**src/rtl/mmu_utlb_inst_if.sv**
```systemverilog
// Fetch-side translation request/response plus main-TLB search port of the
// instruction micro-TLB, bundled so the fetch stage and TLB connect through one port.
interface mmu_utlb_inst_if #(
  parameter int TLBNUM = 16
);
  localparam int IDX_W = $clog2(TLBNUM);

  logic             req_valid;
  logic [31:0]      req_vaddr;
  logic [7:0]       asid;
  logic             flush;
  logic             resp_valid;
  logic [31:0]      resp_paddr;
  logic             resp_cached;
  logic             resp_refill;
  logic             resp_invalid;
  logic             stall;
  logic [18:0]      s_vpn;
  logic             s_odd;
  logic [7:0]       s_asid;
  logic             s_found;
  logic [IDX_W-1:0] s_index;
  logic [19:0]      s_pfn;
  logic [2:0]       s_c;
  logic             s_d;
  logic             s_v;

  modport slave (
    input  req_valid, req_vaddr, asid, flush,
    input  s_found, s_index, s_pfn, s_c, s_d, s_v,
    output resp_valid, resp_paddr, resp_cached, resp_refill, resp_invalid, stall,
    output s_vpn, s_odd, s_asid
  );

  modport master (
    output req_valid, req_vaddr, asid, flush,
    output s_found, s_index, s_pfn, s_c, s_d, s_v,
    input  resp_valid, resp_paddr, resp_cached, resp_refill, resp_invalid, stall,
    input  s_vpn, s_odd, s_asid
  );
endinterface

```
**src/rtl/mmu_utlb_inst.sv**
```systemverilog
// Instruction address translation: direct kseg0/kseg1 mapping, a fully associative
// round-robin micro-TLB, and a one-cycle main-TLB lookup path on a uTLB miss.
module mmu_utlb_inst #(
  parameter int TLBNUM       = 16,
  parameter int UTLB_ENTRIES = 4
) (
  input  logic           clk,
  input  logic           rst,
  mmu_utlb_inst_if.slave bus
);
  localparam int RP_W = $clog2(UTLB_ENTRIES);

  typedef enum logic {IDLE, LOOKUP} state_t;

  state_t                  state_q, state_d;
  logic [UTLB_ENTRIES-1:0] valid_q;
  logic [19:0]             vpn_q [UTLB_ENTRIES];
  logic [19:0]             pfn_q [UTLB_ENTRIES];
  logic [2:0]              c_q   [UTLB_ENTRIES];
  logic [RP_W-1:0]         rp_q;
  logic [7:0]              asid_q;
  logic [31:0]             lk_vaddr_q;

  logic        direct, hit, flush_all, fill_en, start_lk;
  logic [19:0] hit_pfn;
  logic [2:0]  hit_c;
  logic        unused_ok;

  assign unused_ok = ^{bus.s_d, bus.s_index};

  // Entries never hold duplicate VPNs, so OR-merging the matching slot is exact.
  always_comb begin
    hit     = 1'b0;
    hit_pfn = '0;
    hit_c   = '0;
    for (int i = 0; i < UTLB_ENTRIES; i++) begin
      if (valid_q[i] && (vpn_q[i] == bus.req_vaddr[31:12])) begin
        hit     = 1'b1;
        hit_pfn = hit_pfn | pfn_q[i];
        hit_c   = hit_c | c_q[i];
      end
    end
  end

  assign direct    = (bus.req_vaddr[31:30] == 2'b10);
  assign flush_all = bus.flush | (bus.asid != asid_q);
  assign fill_en   = (state_q == LOOKUP) && bus.s_found && bus.s_v && !flush_all;
  assign start_lk  = (state_q == IDLE) && bus.req_valid && !direct && !hit;

  always_comb begin
    state_d          = state_q;
    bus.resp_valid   = 1'b0;
    bus.resp_paddr   = '0;
    bus.resp_cached  = 1'b0;
    bus.resp_refill  = 1'b0;
    bus.resp_invalid = 1'b0;
    bus.stall        = 1'b0;
    bus.s_vpn        = bus.req_vaddr[31:13];
    bus.s_odd        = bus.req_vaddr[12];
    bus.s_asid       = bus.asid;
    if (state_q == LOOKUP) begin
      state_d          = IDLE;
      bus.s_vpn        = lk_vaddr_q[31:13];
      bus.s_odd        = lk_vaddr_q[12];
      bus.resp_valid   = 1'b1;
      bus.resp_refill  = ~bus.s_found;
      bus.resp_invalid = bus.s_found & ~bus.s_v;
      if (bus.s_found && bus.s_v) begin
        bus.resp_paddr  = {bus.s_pfn, lk_vaddr_q[11:0]};
        bus.resp_cached = (bus.s_c == 3'd3);
      end
    end else if (bus.req_valid) begin
      if (direct) begin
        bus.resp_valid  = 1'b1;
        bus.resp_paddr  = {3'b000, bus.req_vaddr[28:0]};
        bus.resp_cached = ~bus.req_vaddr[29];
      end else if (hit) begin
        bus.resp_valid  = 1'b1;
        bus.resp_paddr  = {hit_pfn, bus.req_vaddr[11:0]};
        bus.resp_cached = (hit_c == 3'd3);
      end else begin
        bus.stall = 1'b1;
        state_d   = LOOKUP;
      end
    end
  end

  // Control state; flush wins over a same-edge fill, rp survives flushes.
  always_ff @(posedge clk) begin
    if (rst) begin
      state_q <= IDLE;
      valid_q <= '0;
      rp_q    <= '0;
      asid_q  <= '0;
    end else begin
      state_q <= state_d;
      asid_q  <= bus.asid;
      if (flush_all) begin
        valid_q <= '0;
      end else if (fill_en) begin
        valid_q[rp_q] <= 1'b1;
      end
      if (fill_en) begin
        rp_q <= rp_q + RP_W'(1);
      end
    end
  end

  always_ff @(posedge clk) begin
    if (start_lk) begin
      lk_vaddr_q <= bus.req_vaddr;
    end
    if (fill_en) begin
      vpn_q[rp_q] <= lk_vaddr_q[31:12];
      pfn_q[rp_q] <= bus.s_pfn;
      c_q[rp_q]   <= bus.s_c;
    end
  end
endmodule

```
**src/flat_wrapper.sv**
```systemverilog
// flat-port wrapper written by rule: the top's interface ports become plain ports
module mmu_utlb_inst_flat 
#(
  parameter int TLBNUM       = 16,
  parameter int UTLB_ENTRIES = 4
)
  (clk, rst, bus_req_valid, bus_req_vaddr, bus_asid, bus_flush, bus_s_found, bus_s_index, bus_s_pfn, bus_s_c, bus_s_d, bus_s_v, bus_resp_valid, bus_resp_paddr, bus_resp_cached, bus_resp_refill, bus_resp_invalid, bus_stall, bus_s_vpn, bus_s_odd, bus_s_asid);
  mmu_utlb_inst_if #(.TLBNUM(TLBNUM)) bus_i ();
  input  logic clk;
  input  logic rst;
  input wire logic [$bits(bus_i.req_valid)-1:0] bus_req_valid;
  input wire logic [$bits(bus_i.req_vaddr)-1:0] bus_req_vaddr;
  input wire logic [$bits(bus_i.asid)-1:0] bus_asid;
  input wire logic [$bits(bus_i.flush)-1:0] bus_flush;
  input wire logic [$bits(bus_i.s_found)-1:0] bus_s_found;
  input wire logic [$bits(bus_i.s_index)-1:0] bus_s_index;
  input wire logic [$bits(bus_i.s_pfn)-1:0] bus_s_pfn;
  input wire logic [$bits(bus_i.s_c)-1:0] bus_s_c;
  input wire logic [$bits(bus_i.s_d)-1:0] bus_s_d;
  input wire logic [$bits(bus_i.s_v)-1:0] bus_s_v;
  output wire logic [$bits(bus_i.resp_valid)-1:0] bus_resp_valid;
  output wire logic [$bits(bus_i.resp_paddr)-1:0] bus_resp_paddr;
  output wire logic [$bits(bus_i.resp_cached)-1:0] bus_resp_cached;
  output wire logic [$bits(bus_i.resp_refill)-1:0] bus_resp_refill;
  output wire logic [$bits(bus_i.resp_invalid)-1:0] bus_resp_invalid;
  output wire logic [$bits(bus_i.stall)-1:0] bus_stall;
  output wire logic [$bits(bus_i.s_vpn)-1:0] bus_s_vpn;
  output wire logic [$bits(bus_i.s_odd)-1:0] bus_s_odd;
  output wire logic [$bits(bus_i.s_asid)-1:0] bus_s_asid;
  assign bus_i.req_valid = bus_req_valid;
  assign bus_i.req_vaddr = bus_req_vaddr;
  assign bus_i.asid = bus_asid;
  assign bus_i.flush = bus_flush;
  assign bus_i.s_found = bus_s_found;
  assign bus_i.s_index = bus_s_index;
  assign bus_i.s_pfn = bus_s_pfn;
  assign bus_i.s_c = bus_s_c;
  assign bus_i.s_d = bus_s_d;
  assign bus_i.s_v = bus_s_v;
  assign bus_resp_valid = bus_i.resp_valid;
  assign bus_resp_paddr = bus_i.resp_paddr;
  assign bus_resp_cached = bus_i.resp_cached;
  assign bus_resp_refill = bus_i.resp_refill;
  assign bus_resp_invalid = bus_i.resp_invalid;
  assign bus_stall = bus_i.stall;
  assign bus_s_vpn = bus_i.s_vpn;
  assign bus_s_odd = bus_i.s_odd;
  assign bus_s_asid = bus_i.s_asid;
  mmu_utlb_inst #(.TLBNUM(TLBNUM), .UTLB_ENTRIES(UTLB_ENTRIES)) u_core (.clk(clk), .rst(rst), .bus(bus_i));
endmodule
```
**config.mk**
```make
export PLATFORM = sky130hd
export DESIGN_NAME = mmu_utlb_inst_flat
export DESIGN_NICKNAME = d
export VERILOG_FILES = /design/src/rtl/mmu_utlb_inst_if.sv /design/src/rtl/mmu_utlb_inst.sv /design/src/flat_wrapper.sv
export SDC_FILE = /design/constraint.sdc
export NUM_CORES = 1
export LEC_CHECK = 0
export CORE_MARGIN = 2
export CORE_UTILIZATION = 35
export DETAILED_ROUTE_END_ITERATION = 10
export DONT_BUFFER_PORTS = 1
export HOLD_SLACK_MARGIN = 0.05
export SLEW_MARGIN = 5
export SYNTH_ARGS = -nofsm -noshare
export SYNTH_HDL_FRONTEND = slang
export SYNTH_SLANG_ARGS = --single-unit
export TNS_END_PERCENT = 30
```
**constraint.sdc**
```tcl
create_clock -name clk -period 3.3 [get_ports clk]
set_clock_uncertainty 0.05 [all_clocks]
set_input_delay 0.495 -clock clk [delete_from_list [all_inputs] [get_ports clk]]
set_output_delay 0.495 -clock clk [all_outputs]
set_load 0.005 [all_outputs]
```
## Yosys cells after proc, flatten, opt, wreduce, memory -nomap -nowiden

Memory sizes are Yosys's and may differ from the RTL's.
Index checks and enable logic that the tools add are counted.

| cells by class | value |
|---|---|
| multiplexer cells | 38 |
| add/subtract/negate cells | 1 |
| equal/unequal tests | 8 |
| bitwise operators | 13 |
| reductions and logical operators | 16 |
| $lt $le $gt $ge | 2 |

Operator list:

| cell | number |
|---|---|
| $mux 32 | 5 |
| $eq 20x20->1 | 4 |
| $mux 20 | 4 |
| $or 20x20->20 | 3 |
| $mux 1 | 23 |
| $mux 19 | 1 |
| $logic_and 1x1->1 | 12 |
| $mux 3 | 4 |
| $or 3x3->3 | 3 |
| $ne 8x8->1 | 1 |
| $eq 3x2->1 const B | 2 |
| $not 1->1 | 4 |
| $or 4x4->4 | 1 |
| $logic_not 1->1 | 3 |
| $lt 2x3->1 const B | 1 |
| $add 2x1->2 const B | 1 |
| $demux 1 s2 | 1 |
| $eq 2x2->1 const B | 1 |
| $ge 2x1->1 const B | 1 |
| $reduce_or 2->1 | 1 |
| $and 1x1->1 | 1 |
| $or 1x1->1 | 1 |

| storage, ports and cells | value |
|---|---|
| memories kept | 3 |
| flip-flop bits (word level) | 47 |
| output and inout bits | 65 |
| input port bits | 74 |
| memory bits (writable) | 172 |

Memories:

| name | words | width | rd ports | clocked after Yosys merged registers in | write ports | RTL line | RTL |
|---|---|---|---|---|---|---|---|
| u_core.pfn_q | 4 | 20 | 4 | 0 | 1 | mmu_utlb_inst.sv:18 | `logic [19:0] pfn_q [UTLB_ENTRIES];` |
| u_core.vpn_q | 4 | 20 | 4 | 0 | 1 | mmu_utlb_inst.sv:17 | `logic [19:0] vpn_q [UTLB_ENTRIES];` |
| u_core.c_q | 4 | 3 | 4 | 0 | 1 | mmu_utlb_inst.sv:19 | `logic [2:0] c_q [UTLB_ENTRIES];` |

## Longest topological paths before layout

Gate-level depths: netlist of the first run.

| depth | value |
|---|---|
| depth after elaboration | 14 |
| depth in mapped cells | 9 |
| depth with buffers taken out | 7 |

## Least setup slack after synthesis of the first run

Ideal clock, no wire load.

| timing path | value |
|---|---|
| kind | input-to-reg |
| from | in bus_req_vaddr[28] |
| to | reg u_core.lk_vaddr_q[0] (enable) |
| arrival | 3069 ps |
| stages on the path | 7 |
| setup slack | -244 ps |
| setup time | 426 ps |
| buffers on the path | 1 |
| cells stage by stage | buf_2 -> xor2_1 -> nor4_1 -> nand4_1 -> nor4_4 -> nor4_2 -> nor2b_1 |

| on the way | value |
|---|---|
| word-level cells in the longest chain between the ends | 8 |

RTL lines:

| element | RTL line | RTL |
|---|---|---|
| start, declared | flat_wrapper.sv:12 | `input wire logic [$bits(bus_i.req_vaddr)-1:0] bus_req_vaddr;` |
| $eq 20x20->1 | mmu_utlb_inst.sv:37 | `if (valid_q[i] && (vpn_q[i] == bus.req_vaddr[31:12])) begin` |
| $logic_and 1x1->1 | mmu_utlb_inst.sv:37 |  |
| $mux 1 (3 in a row) | mmu_utlb_inst.sv:37 |  |
| $mux 1 (*) | mmu_utlb_inst.sv:37 |  |
| $logic_not 1->1 (*) | mmu_utlb_inst.sv:48 | `assign start_lk = (state_q == IDLE) && bus.req_valid && !direct && !hit;` |
| $logic_and 1x1->1 (*) | mmu_utlb_inst.sv:48 |  |
| named net u_core.start_lk | mmu_utlb_inst.sv:24 | `logic direct, hit, flush_all, fill_en, start_lk;` |
| end signal, assigned | mmu_utlb_inst.sv:111 | `lk_vaddr_q <= bus.req_vaddr;` |
| end, declared | mmu_utlb_inst.sv:22 | `logic [31:0] lk_vaddr_q;` |

Mark *: on every way through the listed nets, which the timed path passes. The rest lies on a longest branch.
A chain may end at the register's enable or synchronous reset.

==> results.tsv, run 1 <==
stage	metric	value	unit
status	status	finished, final reports clean	
critical_path	worstRegToRegCells	8	
logic_synthesis	async_flop_share	0	%
critical_path	r2r_end	u_core.lk_vaddr_q[16]	
timing	worst_hold_slack	0.08026	ns
floorplanning	start_util	35.33	%
logic_synthesis	ys_seq_area_share	70.61	%
routing	routed-via-count	5234	
routing	avgViaCountPerCell	5.319	
timing	rsz0062_at_grt	yes	
clock_tree	cts_tree	done	
clock_tree	root_buffer	clkbuf_16	
cells_and_area	area_delta_synth_final	20.08	%
global_routing	grt_pass1_wl	33.88	mm
power	power.switching	1.173	mW
global_routing	grt_max_degree	44	
timing	final-max-slew-violation-count	0	
logic_synthesis	avgSynthCellArea	15.75	um^2
cells_and_area	drive_above_1_share	15.25	%
placed_design	dp.cells	881	
job	drv_cap	0	
power	share_seq_of_total_power	51.3	%
routing	drtAntennaViolNets	0	
logic_synthesis	synth_cell_types	34	
clock_tree	cts_max_path_buffers	3	
logic_synthesis	netlist_area	9101	um^2
logic_synthesis	yosys_warnings	0	
logic_synthesis	synth_commonest_cells	204 x edfxtp_1, 56 x xnor2_1, 44 x a22oi_1, 34 x a22o_1, 33 x xor2_1	
critical_path	crit_path_start_kind	flip-flop	
power	irDropWorstVdd	0.0003118	V
timing	hold_viol	0	
clock_tree	numCtsBuffers	22	
power	internal_power	4.856	mW
floorplanning	die_w	165.3	um
timing	setup_viol	0	
placed_design	io_buffers	0	
timing	slew_headroom	21.32	%
logic_synthesis	synth_most_common_cell	edfxtp_1	
global_routing	grt-ovfl-total	0	
routing	routedWlPerCell	22.95	um
critical_path	ff2ff_setup_slack	0.16	ns
cells_and_area	finish.utilization	42.42	%
timing	tns	0	ns
power	p_per_area	551.6	nW/um^2
cells_and_area	antenna_cells	0	
critical_path	crit_type	flip-flop to output pin	
critical_path	crit_start	u_core.vpn_q[1][16]	
routing	first_pass_iters	4	
logic_synthesis	netlist.area_leader.share	67.31	%
floorplanning	core	25760	um^2
placed_design	dpl.hpwl	14.25	mm
logic_synthesis	synth-adder-area-share	0.5499	%
global_routing	antenna_found_initial	0	
global_routing	grt_use_total	16.68	%
logic_synthesis	synth.area.mux_share	2.585	%
routing	drc	0	
critical_path	worstReg2RegStart	u_core.vpn_q[1][12]	
power	p_clk_share	44.3	%
critical_path	cp.arrival	2.70	ns
logic_synthesis	synth_area_leaders	edfxtp_1 67%, xnor2_1 5.4%, a22oi_1 3.6%	
clock_tree	ctsHtreeMaxLevel	1	
routing	wl	22.59	mm
logic_synthesis	synthFlopType	edfxtp_1	
critical_path	critPathCaptureType	output pin	
timing	fmax	307.8	MHz
logic_synthesis	synth-xor-area-share	8.565	%
floorplanning	dieHeight	165.3	um
power	leakage	3.532	nW
logic_synthesis	netlist_instances	578	
power	swShare	19.46	%
cells_and_area	nFillCells	2240	
critical_path	cp_max_fo	12	
logic_synthesis	yosysTopAreaCell	edfxtp_1	
logic_synthesis	synth_edf_count	204	
power	combinationalPowerShare	4.4	%
logic_synthesis	yosys_register_bits	219	
clock_tree	clk_latency	0.50	ns
cells_and_area	final_cells	984	
floorplanning	rows	59	
timing	final.min_clock_period	3.248	ns
logic_synthesis	synth_top_family_by_area	compound AO/OA/AOI/OAI gates	
logic_synthesis	syn_nets	656	
clock_tree	clk_pin_slew	0.07	ns
placed_design	gp_congestion	0.7676	
floorplanning	die_area	27310	um^2
routing	first_iter_violations	412	
critical_path	required	2.75	ns
logic_synthesis	synth-compound-area-share	8.812	%
global_routing	first_global_vias	5452	
floorplanning	io-pin-count	139	
clock_tree	clock-sinks	219	
critical_path	endpoint	bus_resp_paddr[4]	
timing	tightest_slew	1.178	ns
worst_hold_path	hold_class	input port to flip-flop	
timing	fin_crit_sh	98.44	%
cells_and_area	nets	711	
logic_synthesis	yosys.area_share.simple	5.760	%
-- routing by layer --
layer  global-route usage (%)  wire, um  part of all wire (%)
met1                    21.85      9258                    41
met2                    28.37     11230                    50
met3                    3.546      1622                   7.2
met4                    4.032       473                   2.1
met5                        0         0                     0
-- area by class of cell --
type / instances / area [um^2] / share of cell area, %
Sequential cell: 219 / 6426 / 58.80
Multi-Input combinational cell: 306 / 2470 / 22.60
Timing Repair Buffer: 82 / 828.3 / 7.579
Clock buffer: 26 / 586.8 / 5.369
Tap cell: 335 / 419.2 / 3.835
Clock inverter: 14 / 191.4 / 1.752
Inverter: 2 / 7.507 / 0.06869
-- state kept, by name, summed over array words and instances (netlist names) --
register           cells
u_core.state_q         1
u_core.c_q            12
u_core.asid_q          8
u_core.lk_vaddr_q     32
u_core.pfn_q          80
u_core.valid_q         4
u_core.vpn_q          80
u_core.rp_q            2
-- cell families (layout without fill, tap and decap cells) --
family                   after synthesis  after routing
AO/OA/AOI/OAI                        105            105
XOR/XNOR                              89             89
adder cells (fa/ha/maj)                4              4
buffers and inverters                 53            124
flip-flops                           219            219
multiplexers                          21             21
AND/OR/NAND/NOR                       87             87
-- worst max-delay path, stage by stage (launching register included) --
cell      delay (ns)
edfxtp_1        0.38
xor2_1          0.16
nor4_2          0.33
nand4_1         0.18
nor4_4          0.23
buf_4           0.19
buf_4           0.12
nor4_4          0.06
a21oi_2         0.18
buf_6           0.18
a22o_1          0.18
-- worst min-delay path by stage --
stage | startpoint | end | slack (ns) | cells past startpoint
final | bus_asid[2] | u_core.asid_q[2] | 0.08 | 1
after detailed placement | u_core.valid_q[0] | u_core.valid_q[0] | 0.46 | 2
after global routing | bus_asid[2] | u_core.asid_q[2] | 0.07 | 1
after CTS | bus_asid[1] | u_core.asid_q[1] | 0.06 | 1
after floorplan | u_core.valid_q[0] | u_core.valid_q[0] | 0.39 | 2
after global placement | u_core.valid_q[3] | u_core.valid_q[3] | 0.45 | 2
-- through the flow --
stage | total power [mW] | area [um^2] | setup slack [ns]
3_3_place_gp | 3.342 | 9449 | 0.1749
2_1_floorplan | 3.320 | 9104 | 0.3407
4_1_cts | 6.073 | 10860 | -0.01878
6_report | 6.029 | 10930 | 0.05155
3_5_place_dp | 3.346 | 9449 | 0.1141
5_1_grt | 6.203 | 10930 | -0.1113
-- timing repair --
item / 4_1_cts / 5_1_grt
hold endpoints to repair: 135 / 0
gates resized for setup: 7 / 9
pin swaps: 11 / 19
endpoints found under the setup margin: 33 / 62
buffers inserted: 5 / 2
hold buffers: 56 / 0
-- cells in the final DEF, fill, tap and decap left out, drive strengths merged, types with 17 or more instances in the layout --
cell         Yosys  layout
a22o            34      34
a22oi           44      44
a31oi           17      17
buf             39      26
clkbuf          12      26
dlygate4sd3      0      56
edfxtp         204     204
mux2            20      20
nor2            26      26
xnor2           56      56
xor2            33      33
-- power groups by stage --
stage / clock (mW) / combinational (mW) / sequential (mW)
floorplan: 0 / 0.180 / 3.14
global placement: 0 / 0.189 / 3.15
detailed placement: 0 / 0.192 / 3.15
CTS: 2.72 / 0.264 / 3.09
global route: 2.82 / 0.285 / 3.10
finish: 2.67 / 0.263 / 3.09
No activity file was read; power rests on OpenSTA's default activity.
==> run 2, diff against run 1 <==
--- a/config.mk
+++ b/config.mk
@@ -5,6 +5,7 @@
 export SDC_FILE = /design/constraint.sdc
 export NUM_CORES = 1
 export LEC_CHECK = 0
+export ABC_CLOCK_PERIOD_IN_PS = 3300
 export CORE_MARGIN = 2
 export CORE_UTILIZATION = 35
 export DETAILED_ROUTE_END_ITERATION = 10
==> results of run 2 <==
No change in the layout: final DEF, timing and power equal those of run 1.
==> edit 1: new RTL, settings of run 2 <==
`UTLB_ENTRIES` is set to 4 in 2 places; all go to 2.
--- a/src/rtl/mmu_utlb_inst.sv
+++ b/src/rtl/mmu_utlb_inst.sv
@@ -4,3 +4,3 @@
   parameter int TLBNUM       = 16,
-  parameter int UTLB_ENTRIES = 4
+  parameter int UTLB_ENTRIES = 2
 ) (
--- a/src/flat_wrapper.sv
+++ b/src/flat_wrapper.sv
@@ -4,3 +4,3 @@
   parameter int TLBNUM       = 16,
-  parameter int UTLB_ENTRIES = 4
+  parameter int UTLB_ENTRIES = 2
 )
Behaviour: same outputs for any inputs over 4 cycles, from zero or initial values and one cycle with rst high; that may be too few to reach the edited logic, so the function may still have changed.
==> edit 1 against run 2 <==
  * Fmax rose by 5.9%
  * Wire length is 42% lower
  * Critical path depth is 3 lower
  * Cell area decreased by 41%
  * Worst setup slack improved by 0.18 ns
  * Register-to-register slack gained 0.59 ns
  * Total power shrank 34%
  * Synthesized area decreased by 39%
  * Combinational power fell by 46%
  * Sequential cell count is 89 lower
  * First-iteration DRC count decreased by 42%
==> edit 1: results (changes against run 2) <==
----------------------------------------------------
[Drt]
  Vias after detailed routing ... 3138 (-40%)
  Iteration-0 DRC count of the detailed router ... 237 (-42%)
  Post-DR wirelength/cell ... 21.9 µm (-4.4%)

[Run status]
  Status ... complete, no violations

[Finish]
  Registers with the highest flip-flop counts ... u_core.pfn_q (40), u_core.vpn_q (40), u_core.lk_vaddr_q (32)
  Fraction of layout cells with a size suffix above 1 ... 13.1% (-2.1 points)
  Number of nets in the final layout ... 449 (-37%)
  Number of standard cells in the final layout excluding fillers ... 599 (-39%)

[Clocking]
  Maximum clock path buffer count ... 2 (-1)
  Buffer count from post-CTS setup fixing ... 0 (-5)
  Clock transition at the register clock pins on the worst setup and hold paths after CTS ... 0.05 ns (-0.02 ns)
  Number of instances resized during post-cts repair ... 1 (-6)
  Clk Latency, worst-skew pair ... 0.41 ns (-0.09 ns)
  Number of buffers created by CTS ... 17 (-23%)
  Max H-tree Level ... 4 (+3)

[Synth]
  Warning count from the yosys run ... 0 (unchanged)
  Share of cell area taken by muxes after synthesis ... 3.88% (+1.3 points)
  Sequential element share of the synthesized area ... 68.5% (-2.1 points)
  Leading post-synthesis cells by instance count ... 118 x sky130_fd_sc_hd__edfxtp_1, 37 x sky130_fd_sc_hd__a22oi_1, 32 x sky130_fd_sc_hd__xnor2_1, 21 x sky130_fd_sc_hd__o21ai_1, 15 x sky130_fd_sc_hd__mux2_1
  Compound-Gate Fraction of Synth Area ... 10.5% (+1.7 points)
  Number of enable-type register cells in the synthesized netlist ... 118 (-42%)
  Post-synthesis share of cell area spent on full adders, half adders and majority gates ... 0% (-0.55 points)
  Cells taking the most area after synthesis ... sky130_fd_sc_hd__edfxtp_1 64%, sky130_fd_sc_hd__xnor2_1 5.1%, sky130_fd_sc_hd__a22oi_1 5.0%
  Count of unique library cells instantiated by Yosys ... 36 (+5.9%)
  Xor and xnor area share after synthesis ... 7.30% (-1.3 points)
  Synth Area per Inst ... 14.9 µm² (-5.2%)
  Synthesized netlist net count ... 444 (-32%)

[Power and ir drop]
  Peak supply drop ... 0.000366 V (+17%)
  Leakage power figure ... 2.02 nW (-43%)
  Net Sw Power ... 739 µW (-37%)

[Placed design]
  Placer Congestion ... 0.793 (+3.3%)
  Placed Cells ... 567 (-36%)
  Detailed-placement wirelength estimate ... 9.03 mm (-37%)
  Instance area after placement ... 0.00578 mm² (-39%)

[Worst setup path]
  Critical-path top delay cell ... sky130_fd_sc_hd__and4_2
  Biggest fanout along the worst timing path ... 14 (+2)
  Data arrival time of the worst path ... 2.52 ns (-0.18 ns)
  Slowest Stage Delay on Critical Path ... 0.47 ns (+0.09 ns)

[STA]
  Slew @ Worst Pin ... 0.746 ns (-0.432 ns)

[Global route]
  Global-route wire length before repair ... 19.0 mm (-44%)
  Overall routing resource usage ... 16.0% (-0.70 points)
  Largest net degree at the start of global routing ... 40 (-9.1%)
  Vias in the first global route ... 3162 (-42%)

----------------------------------------------------
edit 1: cell types whose count changed in the layout (fill, tap and decap cells not counted), moves of 18 or more:
cell                            change
sky130_fd_sc_hd__dlygate4sd3_1     -56
sky130_fd_sc_hd__edfxtp_1          -86
sky130_fd_sc_hd__xnor2_1           -24
sky130_fd_sc_hd__a22o_1            -21
sky130_fd_sc_hd__xor2_1            -18
sky130_fd_sc_hd__o21ai_1           +21
sky130_fd_sc_hd__nor2_1            -22
edit 1: final timing paths:
kind | startpoint | end | slack, ns | depth (start not counted)
hold reg to reg | u_core.lk_vaddr_q[12] | u_core.vpn_q[1][0] | 0.42 | 0
setup / recovery | u_core.vpn_q[0][16] | bus_resp_paddr[20] | 0.23 | 7
setup reg to reg | u_core.vpn_q[0][16] | u_core.lk_vaddr_q[3] | 0.75 | 7
hold / removal | rst | u_core.asid_q[0] | 0.10 | 1
edit 1: kinds of logic after synthesis:
family                    after synthesis
AOI/OAI and AO/OA                      82
and+or+nand+nor                        60
buffers and inverters                  33
muxes                                  19
xor gates and xnor gates               46
DFF                                   130
edit 1: cell type report:
| cell class | instances | area [µm²] |
|---|---|---|
| Fill cell | 1429 | 8900 |
| Sequential cell | 130 | 3780 |
| Multi-Input combinational cell | 207 | 1590 |
| Clock buffer | 22 | 444 |
| Tap cell | 211 | 264 |
| Clock inverter | 10 | 183 |
| Timing Repair Buffer | 12 | 128 |
| Inverter | 7 | 26.3 |
edit 1: per-layer routing:
layer  GRT usage, %  up-vias  part of all wire [%]
met5              0        -                     0
met4           5.50        0                  0.95
met3           5.86       10                   8.9
met2           26.2      143                    49
met1           19.6     1550                    41
li1               -     1435                     -
edit 1: power by group through the flow:
stage / clock network [mW] / registers [mW] / logic (mW)
floorplan: 0 / 1.87 / 0.115
global placement: 0 / 1.88 / 0.142
detailed placement: 0 / 1.88 / 0.143
CTS: 2.02 / 1.85 / 0.145
global route: 2.09 / 1.85 / 0.156
finish: 1.97 / 1.85 / 0.142
edit 1: through the flow:
step                      setup slack [ns]  setup TNS, ns
after floorplan                     -0.189         -16.23
after global placement               0.324              0
after detailed placement             0.293              0
after CTS                           0.0931              0
after global routing                0.0704              0
final                                0.233              0
==> edit 2: new RTL, flow settings as in run 2 <==
Made on the original files. Reset style: asynchronous (`rst`), changed in one clocked block.
--- a/src/rtl/mmu_utlb_inst.sv
+++ b/src/rtl/mmu_utlb_inst.sv
@@ -88,3 +88,3 @@
   // Control state; flush wins over a same-edge fill, rp survives flushes.
-  always_ff @(posedge clk) begin
+  always_ff @(posedge clk or posedge rst) begin
     if (rst) begin
Formal check against the unedited RTL: differs if rst is asserted again (counterexample within 4 cycles, from zero or initial values and one cycle with rst high); with rst held inactive, the same outputs for 4 cycles.
==> edit 2 against run 2 <==
  * The flow now finishes with violations (negative setup slack)
  * Core utilization rose by 0.84 points
  * Sequential cell count did not move
  * Clock power fell by 12%
  * Critical path type unchanged
  * Largest cell class unchanged
  * Worst setup slack got worse by 0.11 ns
  * Non-clock buffer count rose by 16
  * Total power fell by 4.8%
  * Wire length rose by 2.7%
  * Cell area rose by 2.0%
  * Synthesized area barely moved
  * Combinational power rose by 10%
  * Final cell count rose by 0.51%
==> edit 2: results (changes against run 2) <==
----------------------------------------------------
[Min path]
  Startpoint of the most critical hold path ... bus_flush
  Sink of the worst hold path ... u_core.valid_q[1]
  Count of cells along the worst hold path ... 3 (+2)

[Finish]
  Number of nets in the final layout ... 717 (+0.84%)
  Number of standard cells in the final layout excluding fillers ... 989 (+0.51%)

[Synth]
  Proportion of synthesized flip-flops having asynchronous set or reset ... 6.85% (+6.8 points)
  Post-synthesis share of cell area spent on full adders, half adders and majority gates ... 0.550% (about the same)
  Leading post-synthesis cells by instance count ... 204 x sky130_fd_sc_hd__edfxtp_1, 65 x sky130_fd_sc_hd__xor2_1, 44 x sky130_fd_sc_hd__a22oi_1, 34 x sky130_fd_sc_hd__a22o_1
  Share of cell area taken by muxes after synthesis ... 2.47% (-0.11 points)
  Compound-Gate Fraction of Synth Area ... 8.96% (+0.15 points)
  Xor and xnor area share after synthesis ... 8.56% (about the same)

[Placed design]
  Placed Cells ... 876 (-0.57%)
  Placer Congestion ... 0.785 (+2.2%)
  Detailed-placement wirelength estimate ... 14.2 mm (-0.13%)

[STA]
  Worst Slack Setup Final ... -0.0591 ns (-0.111 ns)
  Slew @ Worst Pin ... 0.801 ns (-0.377 ns)
  Worst hold slack after final layout ... 0.329 ns (+0.248 ns)
  Setup violators final ... 24 (+24)

[Global route]
  Vias in the first global route ... 5461 (+0.17%)
  Global-route wire length before repair ... 33.6 mm (-0.88%)

[Clocking]
  Number of buffers created by CTS ... 23 (+4.5%)

[Run status]
  Status ... finished, violations left
  Failing checks ... negative setup slack

[Worst setup path]
  Number of cells on the worst reg-to-reg path ... 12 (+4)
  Data arrival time of the worst path ... 2.81 ns (+0.11 ns)
  Critical register-to-register path startpoint ... u_core.vpn_q[2][10]
  Slowest Stage Delay on Critical Path ... 0.40 ns (+0.02 ns)

[Power and ir drop]
  Peak supply drop ... 0.000409 V (+31%)

[Drt]
  Post-DR wirelength/cell ... 23.4 µm (+2.1%)

----------------------------------------------------
[edit 2: changes by cell type after synthesis, moves of 5 or more]
cell,change
sky130_fd_sc_hd__xnor2_1,-32
sky130_fd_sc_hd__xor2_1,+32
sky130_fd_sc_hd__dfrtp_1,+15
sky130_fd_sc_hd__dfxtp_1,-15
sky130_fd_sc_hd__nor2b_1,-8
sky130_fd_sc_hd__nor2_1,-7
sky130_fd_sc_hd__inv_1,+5
sky130_fd_sc_hd__nand3_1,-5
[edit 2: layout make-up]
type | instances | area (µm²)
clock buffer | 27 | 591
multi-input combinational | 290 | 2490
clock inverter | 13 | 86.3
inverter | 7 | 26.3
sequential | 219 | 6500
timing repair buffer | 98 | 1030
fill | 2262 | 14600
tap | 335 | 419
[edit 2: kinds of logic after synthesis]
family / count (synthesis)
compound gates: 106
buf+inv: 57
mux: 20
flops: 219
simple gates: 71
fa+ha+maj: 4
xor+xnor: 89
[edit 2: tightest hold or removal path: stages]
cell and delay, ns:
sky130_fd_sc_hd__nor3_1 0.03, sky130_fd_sc_hd__nand4_1 0.22, sky130_fd_sc_hd__o21bai_1 0.09
[edit 2: worst max path at each step]
stage | from | endpoint
6_report | u_core.vpn_q[2][7] | bus_resp_cached
5_1_grt | u_core.vpn_q[2][7] | bus_resp_paddr[14]
4_1_cts | u_core.vpn_q[2][2] | bus_resp_paddr[13]
3_5_place_dp | bus_req_vaddr[19] | bus_resp_paddr[16]
3_3_place_gp | bus_req_vaddr[19] | bus_resp_paddr[16]
2_1_floorplan | bus_req_vaddr[27] | u_core.lk_vaddr_q[0]
[edit 2: metrics by stage]
stage                     setup WS, ns  util [%]  TNS [ns]
after global placement          0.0390      37.0         0
after CTS                       -0.135      43.1     -1.87
final                          -0.0591      43.3    -0.374
after detailed placement        0.0389      37.0         0
after global routing            -0.235      43.3     -6.10
after floorplan                  0.338         -         0
[edit 2: metal layers]
metal	GRT usage [%]	vias up	routed length (µm)
met5	0	-	0
met4	4.55	0	455
met3	3.10	33	1460
met2	28.3	182	11700
met1	22.0	2705	9530
li1	-	2310	-
[edit 2: what timing repair did]
item	CTS	global route
gates resized for setup	27	9
buffers inserted	6	3
pin swaps	31	23
hold endpoints to repair	147	0
setup endpoints to repair	34	57
gates cloned	2	0
hold buffers	64	0
[edit 2: power by group]
group | switching [mW] | internal (mW)
Sequential | 0.0282 | 3.07
Combinational | 0.147 | 0.143
Clock | 1.00 | 1.35
Total | 1.18 | 4.56
